File: src/rtl/dt_map_pack_if.sv
// Memory-side bus of dt_map_pack: result-RAM read port and packed-image write port.
interface dt_map_pack_if;
   logic        res_rd;
   logic [13:0] res_addr;
   logic [7:0]  res_di;
   logic        sti_wr;
   logic [9:0]  sti_addr;
   logic [15:0] sti_do;

   modport master (
      output res_rd, res_addr, sti_wr, sti_addr, sti_do,
      input  res_di
   );

   modport slave (
      input  res_rd, res_addr, sti_wr, sti_addr, sti_do,
      output res_di
   );
endinterface

File: src/rtl/dt_map_pack.sv
// Thresholds a 128x128 8-bit distance map and packs it 16 pixels per word into a
// sti-format binary image (MSB = leftmost pixel), one pixel per cycle.
module dt_map_pack #(
   parameter bit INVERT = 1'b0
) (
   input  logic          clk,
   input  logic          reset,
   input  logic          start,
   input  logic [7:0]    thr,
   output logic          done,
   dt_map_pack_if.master bus
);

   typedef enum logic [1:0] {IDLE, RUN, FLUSH, DONE} state_t;

   state_t      state;
   logic [7:0]  thr_q;
   logic        rd_q;
   logic [13:0] cap_cnt;
   logic [15:0] shreg;
   logic        pix_bit;

   always_comb begin
      pix_bit = INVERT ? (bus.res_di < thr_q) : (bus.res_di >= thr_q);
   end

   always_ff @(posedge clk or negedge reset) begin
      if (!reset) begin
         state        <= IDLE;
         done         <= 1'b0;
         thr_q        <= '0;
         rd_q         <= 1'b0;
         cap_cnt      <= '0;
         shreg        <= '0;
         bus.res_rd   <= 1'b0;
         bus.res_addr <= '0;
         bus.sti_wr   <= 1'b0;
         bus.sti_addr <= '0;
         bus.sti_do   <= '0;
      end else begin
         bus.sti_wr <= 1'b0;
         rd_q       <= bus.res_rd;

         case (state)
            IDLE, DONE: begin
               if (start) begin
                  state        <= RUN;
                  done         <= 1'b0;
                  thr_q        <= thr;
                  cap_cnt      <= '0;
                  bus.res_rd   <= 1'b1;
                  bus.res_addr <= '0;
               end
            end
            RUN: begin
               if (bus.res_addr == '1) begin
                  bus.res_rd <= 1'b0;
                  state      <= FLUSH;
               end else begin
                  bus.res_addr <= bus.res_addr + 14'd1;
               end
            end
            FLUSH: begin
               // the final word's strobe is on the bus this cycle
               if (bus.sti_wr && bus.sti_addr == '1) begin
                  state <= DONE;
                  done  <= 1'b1;
               end
            end
            default: state <= IDLE;
         endcase

         // read data lands one cycle behind the issued address
         if (rd_q) begin
            shreg <= {shreg[14:0], pix_bit};
            if (cap_cnt[3:0] == 4'hF) begin
               bus.sti_wr   <= 1'b1;
               bus.sti_addr <= cap_cnt[13:4];
               bus.sti_do   <= {shreg[14:0], pix_bit};
            end
            if (cap_cnt != '1) begin
               cap_cnt <= cap_cnt + 14'd1;
            end
         end
      end
   end

endmodule
File: src/flat_wrapper.sv
// flat-port wrapper written by rule: the top's interface ports become plain ports
module dt_map_pack_flat 
#(
   parameter bit INVERT = 1'b0
)
  (clk, reset, start, thr, done, bus_res_rd, bus_res_addr, bus_sti_wr, bus_sti_addr, bus_sti_do, bus_res_di);
  dt_map_pack_if bus_i ();
  input  logic clk;
  input  logic reset;
  input  logic start;
  input  logic [7:0] thr;
  output logic done;
  output wire logic [$bits(bus_i.res_rd)-1:0] bus_res_rd;
  output wire logic [$bits(bus_i.res_addr)-1:0] bus_res_addr;
  output wire logic [$bits(bus_i.sti_wr)-1:0] bus_sti_wr;
  output wire logic [$bits(bus_i.sti_addr)-1:0] bus_sti_addr;
  output wire logic [$bits(bus_i.sti_do)-1:0] bus_sti_do;
  input wire logic [$bits(bus_i.res_di)-1:0] bus_res_di;
  assign bus_res_rd = bus_i.res_rd;
  assign bus_res_addr = bus_i.res_addr;
  assign bus_sti_wr = bus_i.sti_wr;
  assign bus_sti_addr = bus_i.sti_addr;
  assign bus_sti_do = bus_i.sti_do;
  assign bus_i.res_di = bus_res_di;
  dt_map_pack #(.INVERT(INVERT)) u_core (.clk(clk), .reset(reset), .start(start), .thr(thr), .done(done), .bus(bus_i));
endmodule
File: config.mk
export PLATFORM = sky130hd
export DESIGN_NAME = dt_map_pack_flat
export DESIGN_NICKNAME = d
export VERILOG_FILES = /design/src/rtl/dt_map_pack_if.sv /design/src/rtl/dt_map_pack.sv /design/src/flat_wrapper.sv
export SDC_FILE = /design/constraint.sdc
export NUM_CORES = 1
export LEC_CHECK = 0
export BUFFER_PORTS_ARGS = -buffer_cell sky130_fd_sc_hd__buf_2
export CORE_MARGIN = 2
export CORE_UTILIZATION = 40
export DETAILED_ROUTE_END_ITERATION = 16
export HOLD_SLACK_MARGIN = 0.12
export PLACE_DENSITY = 0.64
export SLEW_MARGIN = 20
export SYNTH_ARGS = -nofsm -noshare
export SYNTH_HDL_FRONTEND = slang
export SYNTH_SLANG_ARGS = --single-unit
File: constraint.sdc
create_clock -name clk -period 1.85 [get_ports clk]
set_input_delay 0.555 -clock clk [delete_from_list [all_inputs] [get_ports clk]]
set_output_delay 0.555 -clock clk [all_outputs]
set_load 0.1 [all_outputs]
# Word level (Yosys, flattened, before mapping)
# Index checks and enable logic that the tools add are counted.
# word_totals
reg_bits	83
in_bits	19
word_cells	55
# classes
add_sub_neg	2
magnitude_cmp	1
eq_ne	11
mux	19
n_reduce_logical	11
# op_table
op	n
2-to-1 mux 14 bit	6
adder 14 x 1 -> 14 bit (second input constant)	2
one-hot mux 14 bit (2 select lines)	1
== test 14 bit (second input constant)	1
inequality test 14 bit (second input constant)	1
AND reduction 3 bit	4
== test 10 bit (second input constant)	1
greater-or-equal comparator 8 bit	1
2-to-1 mux 1 bit	6
2-to-1 mux 2 bit	3
one-hot mux 2 bit (3 select lines)	1
== test 2 bit (second input constant)	2
== test 4 bit (second input constant)	1
inequality test 2 x 1 -> 1 bit (second input constant)	2
inequality test 2 bit (second input constant)	2
one-hot mux 1 bit (2 select lines)	2
AND reduction 2 bit	2
nonzero test 2 bit	2
== test 2 x 1 -> 1 bit (second input constant)	1
logical NOT 2 bit	1
OR reduction 2 bit	1
logical AND 1 bit	1

# Logic depth before layout (Yosys ltp)
# Gate-level depths: netlist of run 1.
# depth
word_depth	5
depth_mapped	8
ltp_nobuf	7

# Least setup slack after synthesis of run 1
# OpenSTA, ideal clock, no wires.
# synth_path
path_kind	register to register
from	register u_core.bus.res_addr[1]
to	register u_core.bus.res_addr[0]
setup_ns	0.122
arrival_time_ns	2.320
required_ns	1.728
path_slack_ns	-0.592
path_stages_with_launch	8
period_less_slack_ns	2.442
cell_sequence	dfrtp_1 -> ha_1 -> and3_1 -> and4_1 -> buf_2 -> nor2_1 -> mux2_2 -> a22o_1
# synth_between
elab_chain_cells	3
# synth_lines
element	line_no	rtl
start, declared	dt_map_pack_if.sv:11	output res_rd, res_addr, sti_wr, sti_addr, sti_do,
start signal, assigned	dt_map_pack.sv:60	bus.res_addr <= bus.res_addr + 14'd1;
== test 14 bit	dt_map_pack.sv:56	if (bus.res_addr == '1) begin
inequality test 2 bit (no line)	-	
AND reduction 3 bit (no line)	-	
# Every way passes these cells.
# A chain may end at the register's enable or synchronous reset.

# Worst setup path in the final report of run 1
# layout_path
from	register u_core.bus.res_addr[0]
to	output port bus_res_addr[0]
# layout_rtl
element	line_no	rtl
end, declared	flat_wrapper.sv:14	output wire logic [$bits(bus_i.res_addr)-1:0] bus_res_addr;
# No word-level cell between the ends.

==> metrics.md, run 1 <==
| Metric | Value |
|---|---|
| Row cnt | 36 |
| Pre-CTS setup slack | -0.0835 ns |
| DPL Wire Length | 6240 um |
| Final setup violation count | 0 |
| Die Y | 103 um |
| Routed Antenna Nets | 0 |
| H-tree Lvls | 3 |
| Area contributors post-synth | dfrtp_1, nand2_1, mux2_2 |
| Grt met1 use | 0.247 |
| Rel. slew slack | 0.669 |
| GR Util met3 | 0.0363 |
| Cell Chain, Critical Path | buf_4 > buf_4 |
| Largest net degree at the start of global routing | 43 |
| Core Area | 0.00964 mm^2 |
| GRT Residual Overflow | 0 |
| GR met2 Demand/Resource | 0.270 |
| Status | complete, no violations |
| Inserted Diodes | 0 |
| Count of buffers inserted at the top-level ports | 61 |
| Flop and latch count out of synthesis | 83 |
| First-pass GRT wire length | 14600 um |
| GRT Util Overall | 0.175 |
| CTS tree | built |
| IO Count | 62 |
| Cell variety after synth | 47 |
| DR WL/cell | 14.0 um |
| GPL Wtd Cong | 0.857 |
| Critical Path RT | 1.29 ns |
| Cells after Synth | 397 |
| Sequential area share after synthesis | 0.528 |
| Slowest stage cell, crit path | dfrtp_4 |
| Busiest layer in global routing | met2 |
| Post-layout util | 0.516 |
| TritonCTS Sinks | 83 |
| Area grow syn2layout | 26.4% |
| Share of cells above drive strength 1 | 0.355 |
| Yosys warns | 0 |
| Slowest stage delay, CP | 0.49 ns |
| Clock transition at path regs | 0.09 ns |
| Worst Tran Pin Value | 0.501 ns |
| Setup Skew | 0.0105 ns |
| Drt first pass iters | 4 |
| Hold Fails Final Rpt | 0 |
| Die area | 0.0106 mm^2 |
| Final wirelength | 8810 um |
| WS Path Type | flop to output port |
| Unrepaired setup endpoints after global routing | no |
| Cell taking the most area after synthesis | dfrtp_1 |
| Worst Setup Start Kind | flop |
| CTS Buffer Depth | 2 |
| PnR worst setup slack | 0.0549 ns |
| Crit. End Element | output port |
| Crit-path most repeated cell | buf_4 |
| Max-Cap Viols | 0 |
| Initial core utilization | 0.408 |
| Max Fclk | 557 MHz |
| Vias in the first global route | 3014 |
| Residual DRC | 0 |
| Syn Nets | 429 |
| Tmin final | 1.80 ns |
| Root buf cell | clkbuf_8 |
| Via/cell ratio | 5.10 |
| Leakage | 2.36 nW |
| HP Class | primary input to flop |
| Period utilization | 0.970 |
| Mapped Area | 0.00393 mm^2 |
| Pwr Density | 752 mW/mm^2 |
| Width of the die | 103 um |
| Critical path arrival | 1.24 ns |
| Worst skew pair latency | 0.36 ns |
| Nets | 523 |
| Critical path peak fanout | 5 |
| Syn Area/Cell | 9.91 um^2 |
| CTS Buf Count | 9 |
| Via count | 3206 |
| Slew Viols, Final | 0 |
| DRT iter0 DRCs | 128 |
| Yosys top cell area share | 0.528 |
| Initial antenna violation count | 0 |
| Peak VDD IR | 0.000505 V |
## where the power goes
part | internal, W | switching, W | leakage [nW]
clock network | 0.000786 | 0.000716 | 0.114
logic | 0.0000735 | 0.000272 | 1.31
registers | 0.00186 | 0.0000325 | 0.933
## timing repair
item,in CTS,in global routing
endpoints found under the hold margin,18,0
pin swaps,0,1
setup buffers,0,1
endpoints found under the setup margin,3,21
hold buffers,1,0
gates resized for setup,3,7
## final cells by class
cell class | count | area, um^2
Fill cell | 917 | 4670
Sequential cell | 83 | 2130
Multi-Input combinational cell | 286 | 1780
Timing Repair Buffer | 97 | 607
Tap cell | 133 | 166
Clock buffer | 9 | 124
Clock inverter | 7 | 108
Inverter | 14 | 52.6
## state kept, by name (all words and copies together), names as in the netlist
signal / cells
u_core.bus.res_rd: 1
u_core.bus.sti_addr: 10
u_core.done: 1
u_core.bus.res_addr: 14
u_core.shreg: 15
u_core.state: 2
u_core.cap_cnt: 14
u_core.rd_q: 1
u_core.bus.sti_wr: 1
u_core.bus.sti_do: 16
u_core.thr_q: 8
## cells in the mapped netlist, drive strengths merged
master  number
a21o         1
or2          1
a41oi        1
and3         6
and4         2
nand2b       5
xnor2        1
or4          2
o21a         1
nand2      104
o41ai        3
o211ai       1
dfrtp       83
o311ai       1
a21oi       13
a22o         4
nor3         2
a31oi        8
o21ai       25
a22oi        1
nand4        9
a211oi       1
nand3       14
ha          13
clkbuf      11
o31ai        5
buf          3
clkinv       1
nor3b        1
a32o         1
inv         13
a221oi       1
and2         3
nor2        21
mux2        23
nor4         1
o2111a       1
mux2i        9
a21boi       1
## kinds of logic after synthesis
group	share of synthesized area
XOR/XNOR	0.00223
AO/OA/AOI/OAI	0.117
AND/OR/NAND/NOR	0.193
multiplexers	0.0887
adder cells (fa/ha/maj)	0.0413
buffers and inverters	0.0293
flip-flops	0.528
## through the flow
stage	setup TNS [ns]	total power (W)	hold WS (ns)	instance area [um^2]	instances
2_1_floorplan	-0.140	0.00217	0.259	4020	397
3_3_place_gp	-0.0704	0.00228	0.440	4690	611
3_5_place_dp	-0.157	0.00228	0.441	4690	611
4_1_cts	0	0.00380	0.415	4940	628
5_1_grt	0	0.00391	0.418	4970	629
6_report	0	0.00374	0.426	4970	629
## cells in the final DEF, fill, tap and decap left out, drive strengths merged, types with 13 or more instances in the layout
| cell type | instances |
|---|---|
| buf | 95 |
| o21ai | 25 |
| dfrtp | 83 |
| a21oi | 13 |
| inv | 16 |
| mux2 | 23 |
| nor2 | 21 |
| ha | 13 |
| nand2 | 104 |
| nand3 | 14 |
## per-layer routing
layer,part of all wire,up-vias
li1,-,1574
met1,0.47,1543
met2,0.47,83
met3,0.058,6
met4,0.0067,0
met5,0,-
## path summary, 6_finish.rpt
kind                                   startpoint                      end  slack (ns)  cells past startpoint
min in group asynchronous                   reset          u_core.thr_q[3]        0.64                      2
max in group asynchronous                   reset   u_core.bus.sti_addr[4]        0.64                      3
max                        u_core.bus.res_addr[0]          bus_res_addr[0]        0.05                      2
max reg2reg                       u_core.state[0]  u_core.bus.res_addr[12]        0.12                      8
min                                        thr[2]          u_core.thr_q[2]        0.43                      2
min reg2reg                     u_core.bus.res_rd              u_core.rd_q        0.47                      0
## critical path: cells and delay by family (launching register included)
kind	cells	cell delay, ns
flip-flops	1	0.49
buffers and inverters	2	0.39
(Power assumes the default switching activity.)
==> inputs of run 2 (changes only) <==
--- a/config.mk
+++ b/config.mk
@@ -8,2 +8,3 @@
 export BUFFER_PORTS_ARGS = -buffer_cell sky130_fd_sc_hd__buf_2
+export CAP_MARGIN = 15
 export CORE_MARGIN = 2
==> constraint.sdc (replaced) <==
create_clock -name clk -period 1.85 [get_ports clk]
set_input_delay 0.185 -clock clk [delete_from_list [all_inputs] [get_ports clk]]
set_output_delay 0.185 -clock clk [all_outputs]
set_load 0.1 [all_outputs]
==> run 2 against run 1 <==
Compared with the run above:
- sequential share of layout area about the same
- core utilization about the same
- via count is 0.59% lower
- clock-buffer cell count did not move
- final area is essentially flat
- hold slack worse by 0.23 ns
- non-clock buffer count is 2 higher
- final cell count rose by 0.32%
- total power is 7.8% lower
- die area stayed put
- highest routed layer unchanged
==> metrics.md, run 2 (synthesis gave the netlist of run 1 again) <==
| Metric | Value |
|---|---|
| Core Area | 0.00964 mm^2 |
| Largest net degree at the start of global routing | 66 |
| WS Path Type | flop to flop |
| Residual DRC | 0 |
| Internal power | 0.00245 W |
| GPL Wtd Cong | 0.867 |
| Reg2Reg Depth | 7 |
| TritonCTS Sinks | 83 |
| GRT Residual Overflow | 0 |
| GRT Util Overall | 0.174 |
| First-pass GRT wire length | 14400 um |
| Hold_sp | start |
| IO Count | 62 |
| Setup Skew | 0.0118 ns |
| Period utilization | 0.948 |
| Die Y | 103 um |
| Count of buffers inserted at the top-level ports | 61 |
| Width of the die | 103 um |
| Critical path peak fanout | 4 |
| Pre-CTS setup slack | -0.0205 ns |
| Registers with the most flip-flops | u_core.bus.sti_do (16), u_core.shreg (15) |
| Share of cells above drive strength 1 | 0.347 |
| Initial core utilization | 0.408 |
| Worst skew pair latency | 0.35 ns |
| DR WL/cell | 14.1 um |
| CTS tree | built |
| Worst r2r src | u_core.state[0] |
| Leakage | 2.35 nW |
| Placed Cells | 604 |
| Clock power frac | 0.346 |
| Most frequent cells in the layout | nand2_1, buf_2, dfrtp_1 |
| Nets | 525 |
| Critical path arrival | 1.99 ns |
| Drt first pass iters | 4 |
| GR Util met3 | 0.0430 |
| Most flop-heavy register | u_core.bus.sti_do |
| Pwr Density | 693 mW/mm^2 |
| Busiest layer in global routing | met2 |
| Slowest stage cell, crit path | dfrtp_1 |
| Final wirelength | 8910 um |
| Cell Chain, Critical Path | inv_1 > ha_1 > nand2_1 > a21boi_4 > nor2_1 > mux2_2 > a22o_1 |
| Vias in the first global route | 3072 |
| Row cnt | 36 |
| GR met2 Demand/Resource | 0.286 |
| Crit. End Element | flop |
| Clock transition at path regs | 0.09 ns |
| Root buf cell | clkbuf_8 |
| HP Class | primary input to flop |
| CTS Buf Count | 9 |
| Slowest stage delay, CP | 0.38 ns |
| Via count | 3187 |
| Layout Cells excl Fill | 631 |
| Via/cell ratio | 5.05 |
| Inserted Diodes | 0 |
| Hold EP | u_core.state[1] |
| Largest register FFs | 16 |
| Critical Path RT | 2.09 ns |
| Tmin final | 1.75 ns |
| Setup TNS | 0 ns |
| Rel. slew slack | 0.670 |
| Hold path depth | 3 |
| Combinational share of power | 0.106 |
| Peak VDD IR | 0.000556 V |
| Routed Antenna Nets | 0 |
| Final instance area | 0.00498 mm^2 |
| Sw Pwr | 0.00100 W |
| Worst Tran Pin Value | 0.498 ns |
| DPL Wire Length | 6120 um |
| Worst Setup Start Kind | flop |
| H-tree Lvls | 3 |
| Initial antenna violation count | 0 |
| Most common cell after layout, fill and taps aside | nand2_1 |
| Grt met1 use | 0.231 |
| Status | complete, no violations |
| Slew Viols, Final | 0 |
| Seq pwr share | 0.549 |
| PnR worst setup slack | 0.0966 ns |
| Max Fclk | 570 MHz |
| Max-Cap Viols | 0 |
| Capturing point of the worst reg2reg path | u_core.bus.res_addr[0] |
| Placed cell area | 0.00464 mm^2 |
| DRT iter0 DRCs | 124 |
| Hold Fails Final Rpt | 0 |
| CTS Buffer Depth | 2 |
| Sw Share | 0.290 |
| Area grow syn2layout | 26.5% |
| Final setup violation count | 0 |
| WHS | 0.193 ns |
| Die area | 0.0106 mm^2 |
| Reg2reg setup slack | 0.1 ns |
[run 2: layout make-up]
type | count | area (um^2)
Timing Repair Buffer | 99 | 639
Sequential cell | 83 | 2130
Clock buffer | 9 | 124
Tap cell | 133 | 166
Multi-Input combinational cell | 286 | 1810
Inverter | 14 | 52.6
Clock inverter | 7 | 52.6
Fill cell | 919 | 4660
[run 2: power groups by stage]
stage               registers, W  logic [W]  clock network, W
finish                   0.00189   0.000364           0.00119
global route             0.00190   0.000391           0.00132
CTS                      0.00189   0.000368           0.00123
detailed placement       0.00193   0.000353                 0
global placement         0.00193   0.000349                 0
floorplan                0.00211  0.0000530                 0
[run 2: per-layer routing]
metal,vias to the layer above,wire length (um)
li1,1576,-
met2,64,4300
met3,6,387
met5,-,0
met4,0,68
met1,1541,4160
[run 2: worst max path at each step]
stage | from | to | slack, ns | depth (start not counted)
2_1_floorplan | u_core.bus.res_addr[1] | u_core.bus.res_addr[0] | -0.06 | 7
3_3_place_gp | u_core.bus.res_addr[1] | u_core.bus.res_addr[0] | 0.05 | 6
3_5_place_dp | u_core.bus.res_addr[1] | u_core.bus.res_addr[0] | -0.02 | 6
5_1_grt | u_core.bus.res_addr[0] | u_core.bus.res_addr[13] | -0.0004 | 5
6_report | u_core.state[0] | u_core.bus.res_addr[0] | 0.1 | 7
4_1_cts | u_core.cap_cnt[1] | u_core.cap_cnt[12] | 0.005 | 7
[run 2: what timing repair did]
action                                 in CTS  in global routing
gates resized for setup                     1                 12
setup buffers                               0                  2
setup endpoints to repair                   1                 24
gates cloned                                0                  0
hold buffers                                9                  0
pin swaps                                   0                  4
endpoints found under the hold margin      91                  0
[run 2: stage by stage]
stage	power (W)	utilization
after floorplan	0.00217	-
after global placement	0.00228	0.481
after detailed placement	0.00228	0.481
after CTS	0.00349	0.509
after global routing	0.00361	0.516
final	0.00345	0.516
[run 2: worst max-delay path: cells and delay by family (launching register included)]
kind	cells	cell delay, ns
mux	1	0.26
buf+inv	1	0.07
compound gates	2	0.40
flops	1	0.38
simple gates	2	0.21
fa+ha+maj	1	0.34
